<file path="src/rtl/fetch_stage.sv">
// Instruction fetch plus IF/ID register; resolves jumps/branches in ID and redirects the PC.
// Latency: one edge from pc to id_instr; a control transfer costs exactly one bubble.
// Backpressure: stall freezes PC, IF/ID and counters, and holds off redirects until it drops.
module fetch_stage #(
    parameter int              PC_W     = 8,
    parameter logic [PC_W-1:0] RESET_PC = '0
) (
    input  logic            clk,
    input  logic            rst,
    input  logic            stall,
    output logic [PC_W-1:0] imem_addr,
    input  logic [31:0]     imem_rdata,
    output logic [31:0]     id_instr,
    output logic [5:0]      id_opcode,
    output logic [5:0]      id_funct,
    output logic [PC_W-1:0] id_pc_plus1,
    output logic            id_valid,
    input  logic            jump,
    input  logic            jr,
    input  logic            branch,
    input  logic            bne,
    input  logic [31:0]     rs_val,
    input  logic [31:0]     rt_val,
    output logic            redirect,
    output logic [31:0]     fetch_count,
    output logic [15:0]     flush_count
);

    logic [PC_W-1:0] pc;
    logic [PC_W-1:0] pc_plus1;
    logic [PC_W-1:0] target;
    logic            eq;
    logic            taken;

    assign imem_addr = pc;
    assign pc_plus1  = pc + 1'b1;
    assign id_opcode = id_instr[31:26];
    assign id_funct  = id_instr[5:0];

    assign eq       = (rs_val == rt_val);
    assign taken    = branch & (bne ? ~eq : eq);
    assign redirect = id_valid & ~stall & (jump | taken);

    // jr arrives with jump set, so it must be tested first.
    always_comb begin
        target = id_pc_plus1 + id_instr[PC_W-1:0];
        if (jr) begin
            target = rs_val[PC_W-1:0];
        end else if (jump) begin
            target = id_instr[PC_W-1:0];
        end
    end

    always_ff @(posedge clk) begin
        if (rst) begin
            pc          <= RESET_PC;
            id_instr    <= '0;
            id_pc_plus1 <= '0;
            id_valid    <= 1'b0;
            fetch_count <= '0;
            flush_count <= '0;
        end else if (stall) begin
            pc          <= pc;
            id_instr    <= id_instr;
            id_pc_plus1 <= id_pc_plus1;
            id_valid    <= id_valid;
        end else if (redirect) begin
            // Wrong-path word is dropped; an all-zero instr decodes as sll $0 (NOP).
            pc          <= target;
            id_instr    <= '0;
            id_pc_plus1 <= target + 1'b1;
            id_valid    <= 1'b0;
            if (flush_count != 16'hFFFF) begin
                flush_count <= flush_count + 16'd1;
            end
        end else begin
            pc          <= pc_plus1;
            id_instr    <= imem_rdata;
            id_pc_plus1 <= pc_plus1;
            id_valid    <= 1'b1;
            fetch_count <= fetch_count + 32'd1;
        end
    end

endmodule

</file>
<file path="config.mk">
export PLATFORM = sky130hd
export DESIGN_NAME = fetch_stage
export DESIGN_NICKNAME = d
export VERILOG_FILES = /design/src/rtl/fetch_stage.sv
export SDC_FILE = /design/constraint.sdc
export NUM_CORES = 1
export LEC_CHECK = 0
export ABC_AREA = 1
export CAP_MARGIN = 10
export CORE_MARGIN = 2
export CORE_UTILIZATION = 48
export CTS_BUF_LIST = sky130_fd_sc_hd__clkbuf_4 sky130_fd_sc_hd__clkbuf_8
export CTS_CLUSTER_DIAMETER = 40
export CTS_CLUSTER_SIZE = 20
export DETAILED_ROUTE_END_ITERATION = 8
export GPL_ROUTABILITY_DRIVEN = 0
export PLACE_DENSITY = 0.94
export SLEW_MARGIN = 30
export SYNTH_ARGS = -nofsm -noshare
export SYNTH_HDL_FRONTEND = slang
export SYNTH_SLANG_ARGS = --single-unit
</file>
<file path="constraint.sdc">
create_clock -name clk -period 2.4 [get_ports clk]
set_input_delay 0.48 -clock clk [delete_from_list [all_inputs] [get_ports clk]]
set_output_delay 0.48 -clock clk [all_outputs]
set_load 0.03 [all_outputs]
</file>
==> results by group, run 1 <==
STA
  • Setup-failing EPs final: 0
  • Setup_tns: 0 ns
  • Clock Skews: 0.0112 ns
  • Fin. max-slew vios: 0
  • Period utilization: 99.4%
  • Final Hold Vio Count: 0
  • Fmax: 419 MHz
  • Slew HR: 57.0%
  • RSZ-0062 raised after global routing: yes
  • Slew @ Worst Pin: 0.644 ns
  • Crit path time final: 2.38 ns
  • Final worst hold slack: 0.466 ns

Synthesis
  • Post-Syn Area per Cell: 6.41 um2
  • Yosys cell types: 34
  • Synth Cell Area: 6290 um2
  • Cells after synthesis: 981
  • Syn nets: 1,096
  • #FFs+latches synth: 97
  • YS warnings: 0
  • Ys flop type: dfxtp_1
  • Sequential cell area fraction in the yosys report: 30.9%
  • Post-synth ARST share: 0%
  • Post-synth EDFFs: 0

Setup path
  • Arrival @ worst endpoint: 1.90 ns
  • FF-to-FF setup slack: 0.13 ns
  • Reg-to-reg critical path endpoint: id_pc_plus1[6]
  • Critical Path Most Common Cell: nand2_1
  • Type of destination of the critical path: primary output
  • Reg-to-Reg Start: id_pc_plus1[0]
  • Cell breakdown of the critical path: dlygate4sd2_1 -> xnor2_2 -> nand2_2 -> nor2_1 -> nand2_1 -> nor2_2 -> nand2_1 -> nand2_1 -> nand3_2 -> a21boi_4 -> buf_6
  • Buf/Inv on CP: 2
  • Critical path's slowest cell: dlygate4sd2_1
  • Required time worst endpoint: 1.92 ns
  • R2R depth: 16
  • Crit Path Max Fanout: 2
  • Element type at the critical path start: input pin
  • Setup CP Type: input pin to primary output
  • Crit-path max cell delay: 0.26 ns
  • Top delay family on crit path: simple AND/OR/NAND/NOR gates

Routing
  • Initial DRC Count: 554
  • Post-DRT Antenna Nets: 0
  • Via count: 7,365
  • Vias per cell: 5.29
  • Routed WL per cell: 14.6 um
  • WL final: 20,300 um
  • Remaining routing DRC violations: 0
  • Drt first pass iters: 5

Clock network
  • CTS tree: done
  • TritonCTS Buffers: 9
  • Worst-path clk slew: 0.09 ns
  • CTS Hold Bufs: 0
  • Clk Tree Root Cell: clkbuf_8
  • Clk buf depth: 2
  • Worst-skew pair later-pin latency: 0.39 ns
  • H-tree levels: 3
  • CTS sink cnt: 97

Finish
  • Fin util: 71.8%
  • Area growth syn-to-layout: 45.2%
  • Layout cells sized above 1: 12.1%
  • Nets: 1,331
  • Ant. Diodes: 0

Place
  • IO Port Bufs: 212
  • Hpwl dp: 14,600 um

Pwr
  • Standby leakage power: 3.82 nW
  • VDD IR-drop max: 387 uV
  • Overall Power: 3.74 mW
  • Power per cell area: 410 nW/um2

Floorplanning
  • Initial core utilization: 49.4%
  • Die Ht: 118 um
  • Die area: 14,000 um2
  • Core area: 12,700 um2
  • # rows: 41
  • I/O Pins: 213
  • Die W: 118 um

Min path
  • HP Class: flop to flop
  • Hold path start: id_instr[21]
  • Hold Crit Depth: 2
  • Worst Hold End: id_instr[21]

Global routing
  • Largest net degree at the start of global routing: 60
  • Number of global-route vias before repair: 6,848
  • Total grt overflow: 0
  • All-Layer GR Usage: 27.6%
  • Initial antenna violation count: 0
  • Global-route wire length before repair: 32,100 um

Run status
  • Status: finished, final reports clean

Run
  • Max_cap viols: 0
[flip-flops by register name, summed over array words and instances, names as in the netlist]
| register | count |
|---|---|
| id_pc_plus1 | 8 |
| imem_addr | 8 |
| fetch_count | 32 |
| flush_count | 16 |
| id_instr | 32 |
| id_valid | 1 |
[synth_stat cells (2+ instances only)]
library cell	number	area (um2)
nand2_2	3	18.8
nor4_1	6	37.5
dfxtp_1	97	1940
buf_2	4	20.0
nand3b_1	4	30.0
nor3_1	25	125
ha_1	11	138
inv_4	2	12.5
nor2_1	67	251
buf_6	7	78.8
or2_2	2	12.5
nand3_1	94	470
buf_1	3	11.3
xor2_1	39	342
buf_4	16	120
xnor2_1	32	280
a21oi_1	96	480
nand2_1	318	1190
inv_1	100	375
nand4_1	17	106
clkbuf_1	18	67.6
o21ai_0	7	35.0
nand3_2	2	20.0
[report_power, final]
group	switching [mW]	internal (mW)
clock network	0.614	0.439
registers	0.0487	1.66
logic	0.535	0.445
total	1.20	2.54
[timing repair]
action / CTS / global route
setup buffers: 9 / 9
resized for setup: 84 / 75
hold endpoints to repair: 0 / 0
endpoints found under the setup margin: 2 / 7
pin swaps: 51 / 60
[kinds of logic (layout without fill, tap and decap cells)]
group,Yosys count,in the layout,share of synthesized area [%]
AO/OA/AOI/OAI,106,106,8.73
XOR/XNOR,71,71,9.88
adder cells (fa/ha/maj),12,12,2.51
buffers and inverters,152,392,11.0
flip-flops,97,97,30.9
AND/OR/NAND/NOR,543,543,37.0
[worst register-to-register path, delay by kind of cell, from the launching register on]
kind | cells | cell delay, ns
DFF | 1 | 0.35
buffers and inverters | 3 | 0.14
and+or+nand+nor | 10 | 0.92
adders and majority gates | 3 | 0.77
[cells in the final DEF, fill, tap and decap left out, types with 2 or more instances in the layout]
master | netlist | layout
a21oi_1 | 96 | 95
dfxtp_1 | 97 | 95
nand2_4 | 1 | 4
nand3b_1 | 4 | 4
nor2_2 | 1 | 7
nand4_1 | 17 | 17
o21ai_0 | 7 | 7
nor2_4 | 0 | 2
inv_4 | 2 | 2
buf_4 | 16 | 57
nand2_2 | 3 | 15
clkbuf_2 | 0 | 10
dlygate4sd2_1 | 0 | 31
nor2_1 | 67 | 59
inv_2 | 1 | 2
or2_2 | 2 | 2
clkbuf_8 | 0 | 11
xnor2_2 | 0 | 12
clkinv_4 | 0 | 2
clkdlybuf4s50_1 | 0 | 145
inv_1 | 100 | 99
buf_12 | 0 | 3
nor3_1 | 25 | 25
xor2_1 | 39 | 39
nand2_1 | 318 | 303
clkdlybuf4s15_1 | 0 | 23
dfxtp_2 | 0 | 2
buf_2 | 4 | 2
ha_4 | 0 | 2
nand3_2 | 2 | 4
ha_1 | 11 | 9
xnor2_1 | 32 | 20
nand3_1 | 94 | 92
nor4_1 | 6 | 6
[metrics by stage]
stage	setup slack [ns]	cell area, um2	instances
3_3_place_gp	-0.263	8670	1359
3_5_place_dp	-0.280	8670	1359
5_1_grt	-0.0938	9130	1393
6_report	0.0155	9130	1393
2_1_floorplan	0.00860	6290	981
4_1_cts	0.00347	8950	1384
[metal layers]
metal	global-route usage (%)	up-vias	routed length, um
li1	-	3589	-
met1	32.4	3348	8250
met2	47.4	359	9790
met3	6.61	69	1570
met4	13.0	0	726
met5	0	-	0
[worst max-delay path by stage]
| stage | endpoint | start | slack [ns] | depth (start not counted) |
|---|---|---|---|---|
| 4_1_cts | redirect | rs_val[0] | 0.003 | 11 |
| 2_1_floorplan | id_pc_plus1[6] | id_instr[0] | 0.009 | 16 |
| 3_3_place_gp | redirect | rs_val[0] | -0.26 | 11 |
| 5_1_grt | id_pc_plus1[7] | id_pc_plus1[0] | -0.09 | 17 |
| 6_report | redirect | rt_val[8] | 0.02 | 11 |
| 3_5_place_dp | id_instr[6] | rs_val[0] | -0.28 | 16 |
[area by class of cell]
cell class,count,area [um2]
Multi-Input combinational cell,732,3870
Fill cell,998,3590
Timing Repair Buffer,272,2510
Sequential cell,97,1940
Inverter,104,395
Tap cell,172,215
Clock buffer,11,151
Clock inverter,5,38.8
No activity file was read; power rests on OpenSTA's default activity.
==> run 2, diff against run 1 <==
--- a/config.mk
+++ b/config.mk
@@ -11,7 +11,6 @@
 export CORE_UTILIZATION = 48
 export CTS_BUF_LIST = sky130_fd_sc_hd__clkbuf_4 sky130_fd_sc_hd__clkbuf_8
 export CTS_CLUSTER_DIAMETER = 40
-export CTS_CLUSTER_SIZE = 20
 export DETAILED_ROUTE_END_ITERATION = 8
 export GPL_ROUTABILITY_DRIVEN = 0
 export PLACE_DENSITY = 0.94
==> results of run 2 <==
Same layout as run 1: the final DEF is identical, and so are final timing and power.
==> run 3, diff against run 2 <==
--- a/config.mk
+++ b/config.mk
@@ -13,7 +13,7 @@
 export CTS_CLUSTER_DIAMETER = 40
 export DETAILED_ROUTE_END_ITERATION = 8
 export GPL_ROUTABILITY_DRIVEN = 0
-export PLACE_DENSITY = 0.94
+export PLACE_DENSITY = 0.88
 export SLEW_MARGIN = 30
 export SYNTH_ARGS = -nofsm -noshare
 export SYNTH_HDL_FRONTEND = slang
==> constraint.sdc (replaced) <==
create_clock -name clk -period 2.6 [get_ports clk]
set_input_delay 0.52 -clock clk [delete_from_list [all_inputs] [get_ports clk]]
set_output_delay 0.52 -clock clk [all_outputs]
set_load 0.03 [all_outputs]
==> results by group, run 3 (same netlist as run 1, synthesis figures left out) <==
Clock network
  • CTS sink cnt: 97 (unchanged)
  • Worst-skew pair later-pin latency: 0.38 ns (was 0.39 ns)
  • Clk Tree Root Cell: clkbuf_8 (unchanged)
  • TritonCTS Buffers: 9 (unchanged)
  • H-tree levels: 3 (unchanged)
  • Worst-path clk slew: 0.09 ns (about the same)
  • Clk buf depth: 2 (unchanged)
  • CTS tree: done (unchanged)

Routing
  • Post-DRT Antenna Nets: 0 (unchanged)
  • Routed WL per cell: 13.9 um (was 14.6 um)
  • Met2 WL: 9130 um (was 9790 um)
  • Vias per cell: 5.19 (was 5.29)
  • Uppermost layer routed: met4 (unchanged)
  • Initial DRC Count: 572 (was 554)
  • M1 WL: 7910 um (was 8250 um)
  • Via count: 7,137 (was 7,365)
  • Remaining routing DRC violations: 0 (unchanged)
  • Drt first pass iters: 5 (unchanged)
  • WL final: 19,100 um (was 20,300 um)
  • Met3 Wirelength: 1610 um (was 1570 um)

Finish
  • Most common cell after layout, fill and taps aside: nand2_1 (unchanged)
  • Nets: 1,313 (was 1,331)
  • Most frequent cells in the layout: nand2_1, clkdlybuf4s50_1, inv_1 (unchanged)
  • Fin util: 70.6% (was 71.8%)
  • Ant. Diodes: 0 (unchanged)
  • Final instance area: 8980 um2 (was 9130 um2)
  • Area growth syn-to-layout: 42.7% (was 45.2%)
  • Top flop regs: fetch_count x32, id_instr x32, flush_count x16 (unchanged)
  • Final Instance Count excl. Fillers: 1,375 (was 1,393)
  • Fillers: 1,059 (was 998)
  • Layout cells sized above 1: 8.15% (was 12.1%)

Setup path
  • Crit Path Max Fanout: 2 (unchanged)
  • Buf/Inv on CP: 2 (unchanged)
  • Element type at the critical path start: input pin (unchanged)
  • Critical Path Most Common Cell: nand2_1 (unchanged)
  • Arrival @ worst endpoint: 2.02 ns (was 1.90 ns)
  • Top delay family on crit path: buffers and inverters (was simple AND/OR/NAND/NOR gates)
  • Required time worst endpoint: 2.08 ns (was 1.92 ns)
  • Cell breakdown of the critical path: clkdlybuf4s50_1 -> xnor2_1 -> nand2_1 -> nor2_1 -> nand2_1 -> nor2_1 -> nand2_1 -> nand2_1 -> nand3_2 -> a21boi_4 -> buf_6 (was dlygate4sd2_1 -> xnor2_2 -> nand2_2 -> nor2_1 -> nand2_1 -> nor2_2 -> nand2_1 -> nand2_1 -> nand3_2 -> a21boi_4 -> buf_6)
  • Crit-path max cell delay: 0.47 ns (was 0.26 ns)
  • Critical path's slowest cell: clkdlybuf4s50_1 (was dlygate4sd2_1)
  • Setup CP Type: input pin to primary output (unchanged)
  • Type of destination of the critical path: primary output (unchanged)

STA
  • Crit path time final: 2.54 ns
  • Fmax: 394 MHz
  • Final Hold Vio Count: 0 (unchanged)
  • Period utilization: 97.7%
  • Fin. max-slew vios: 0 (unchanged)
  • Clock Skews: 0.0139 ns (was 0.0112 ns)
  • Slew HR: 58.3% (was 57.0%)
  • Slew @ Worst Pin: 0.625 ns (was 0.644 ns)
  • Setup-failing EPs final: 0 (unchanged)
  • Setup_tns: 0 ns (unchanged)

Global routing
  • All-Layer GR Usage: 26.5% (was 27.6%)
  • Largest net degree at the start of global routing: 59 (was 60)
  • Initial antenna violation count: 0 (unchanged)
  • Total grt overflow: 0 (unchanged)
  • Number of global-route vias before repair: 6,534 (was 6,848)
  • Global-route wire length before repair: 30,900 um (was 32,100 um)

Place
  • Hpwl dp: 14,300 um (was 14,600 um)
  • Post-Place Cell Area: 8600 um2 (was 8670 um2)
  • Placed cell count: 1,350 (was 1,359)
  • IO Port Bufs: 212 (unchanged)

Floorplanning
  • Core area: 12,700 um2 (unchanged)
  • Die W: 118 um (unchanged)
  • Die area: 14,000 um2 (unchanged)
  • Die Ht: 118 um (unchanged)
  • I/O Pins: 213 (unchanged)
  • Initial core utilization: 49.4% (unchanged)
  • # rows: 41 (unchanged)

Run status
  • Status: finished, final reports clean (unchanged)

Pwr
  • Standby leakage power: 3.91 nW (was 3.82 nW)
  • Power per cell area: 378 nW/um2 (was 410 nW/um2)
  • VDD IR-drop max: 330 uV (was 387 uV)

Run
  • Max_cap viols: 0 (unchanged)

Min path
  • HP Class: flop to flop (unchanged)
## run 3: cell count changes in the layout (fill, tap and decap cells not counted), moves of 4 or more
cell and delta:
buf_4 -18, clkbuf_2 -10, clkdlybuf4s15_1 -23, dlygate4sd2_1 +7
dlymetal6s2s_1 +24, nand2_1 +7, nand2_2 -4, nor2_1 +6
nor2_2 -4, xnor2_1 +4, xnor2_2 -4
## run 3: per-layer routing
| metal | global-route usage, % | vias to the layer above |
|---|---|---|
| li1 | - | 3544 |
| met1 | 32.0 | 3248 |
| met2 | 46.6 | 312 |
| met3 | 5.84 | 33 |
| met4 | 8.71 | 0 |
| met5 | 0 | - |
## run 3: report_power, final
group,internal [mW],switching (mW)
sequential,1.53,0.0464
combinational,0.386,0.462
clock,0.439,0.528
total,2.36,1.04
## run 3: per-stage QoR
step                      total power, mW  hold WS, ns  setup WS, ns
after global routing                 3.55        0.485       -0.0208
after floorplan                      2.05        0.595         0.209
final                                3.39        0.469        0.0598
after detailed placement             2.44        0.457       -0.0808
after global placement               2.43        0.451       -0.0695
after CTS                            3.41        0.470       0.00105
## run 3: worst reg2reg max path, stage by stage (launching register included)
cell     delay (ns)
dfxtp_1        0.32
ha_2           0.20
fa_1           0.49
inv_1          0.04
nand2_1        0.05
nand3_1        0.07
nand2_2        0.11
ha_1           0.17
inv_1          0.06
nor2_2         0.16
nand3_2        0.11
nor2_1         0.14
nand2_1        0.07
nand2_1        0.07
nand4_1        0.09
nand3_1        0.09
nand2_1        0.05
inv_1          0.05
## run 3: worst paths after layout
path / slack, ns / start / endpoint / cells past startpoint
worst min register to register: 0.47 / id_instr[24] / id_instr[24] / 2
worst max register to register: 0.21 / id_instr[0] / id_pc_plus1[6] / 17
worst min-delay path: 0.47 / id_instr[24] / id_instr[24] / 2
worst max-delay path: 0.06 / rt_val[2] / redirect / 11
## run 3: timing repair
action / CTS / global route
setup buffers: 6 / 3
setup endpoints to repair: 1 / 2
hold buffers: 0 / 0
resized for setup: 48 / 36
pin swaps: 25 / 26
## run 3: final cells by class
cell class                 count  area, um2  share of cell area (%)
multi-input combinational    732       3750                    41.8
timing repair buffer         254       2480                    27.6
sequential                    97       1940                    21.6
inverter                     104        395                    4.40
tap                          172        215                    2.40
clock buffer                  13        173                    1.92
clock inverter                 3       23.8                   0.265
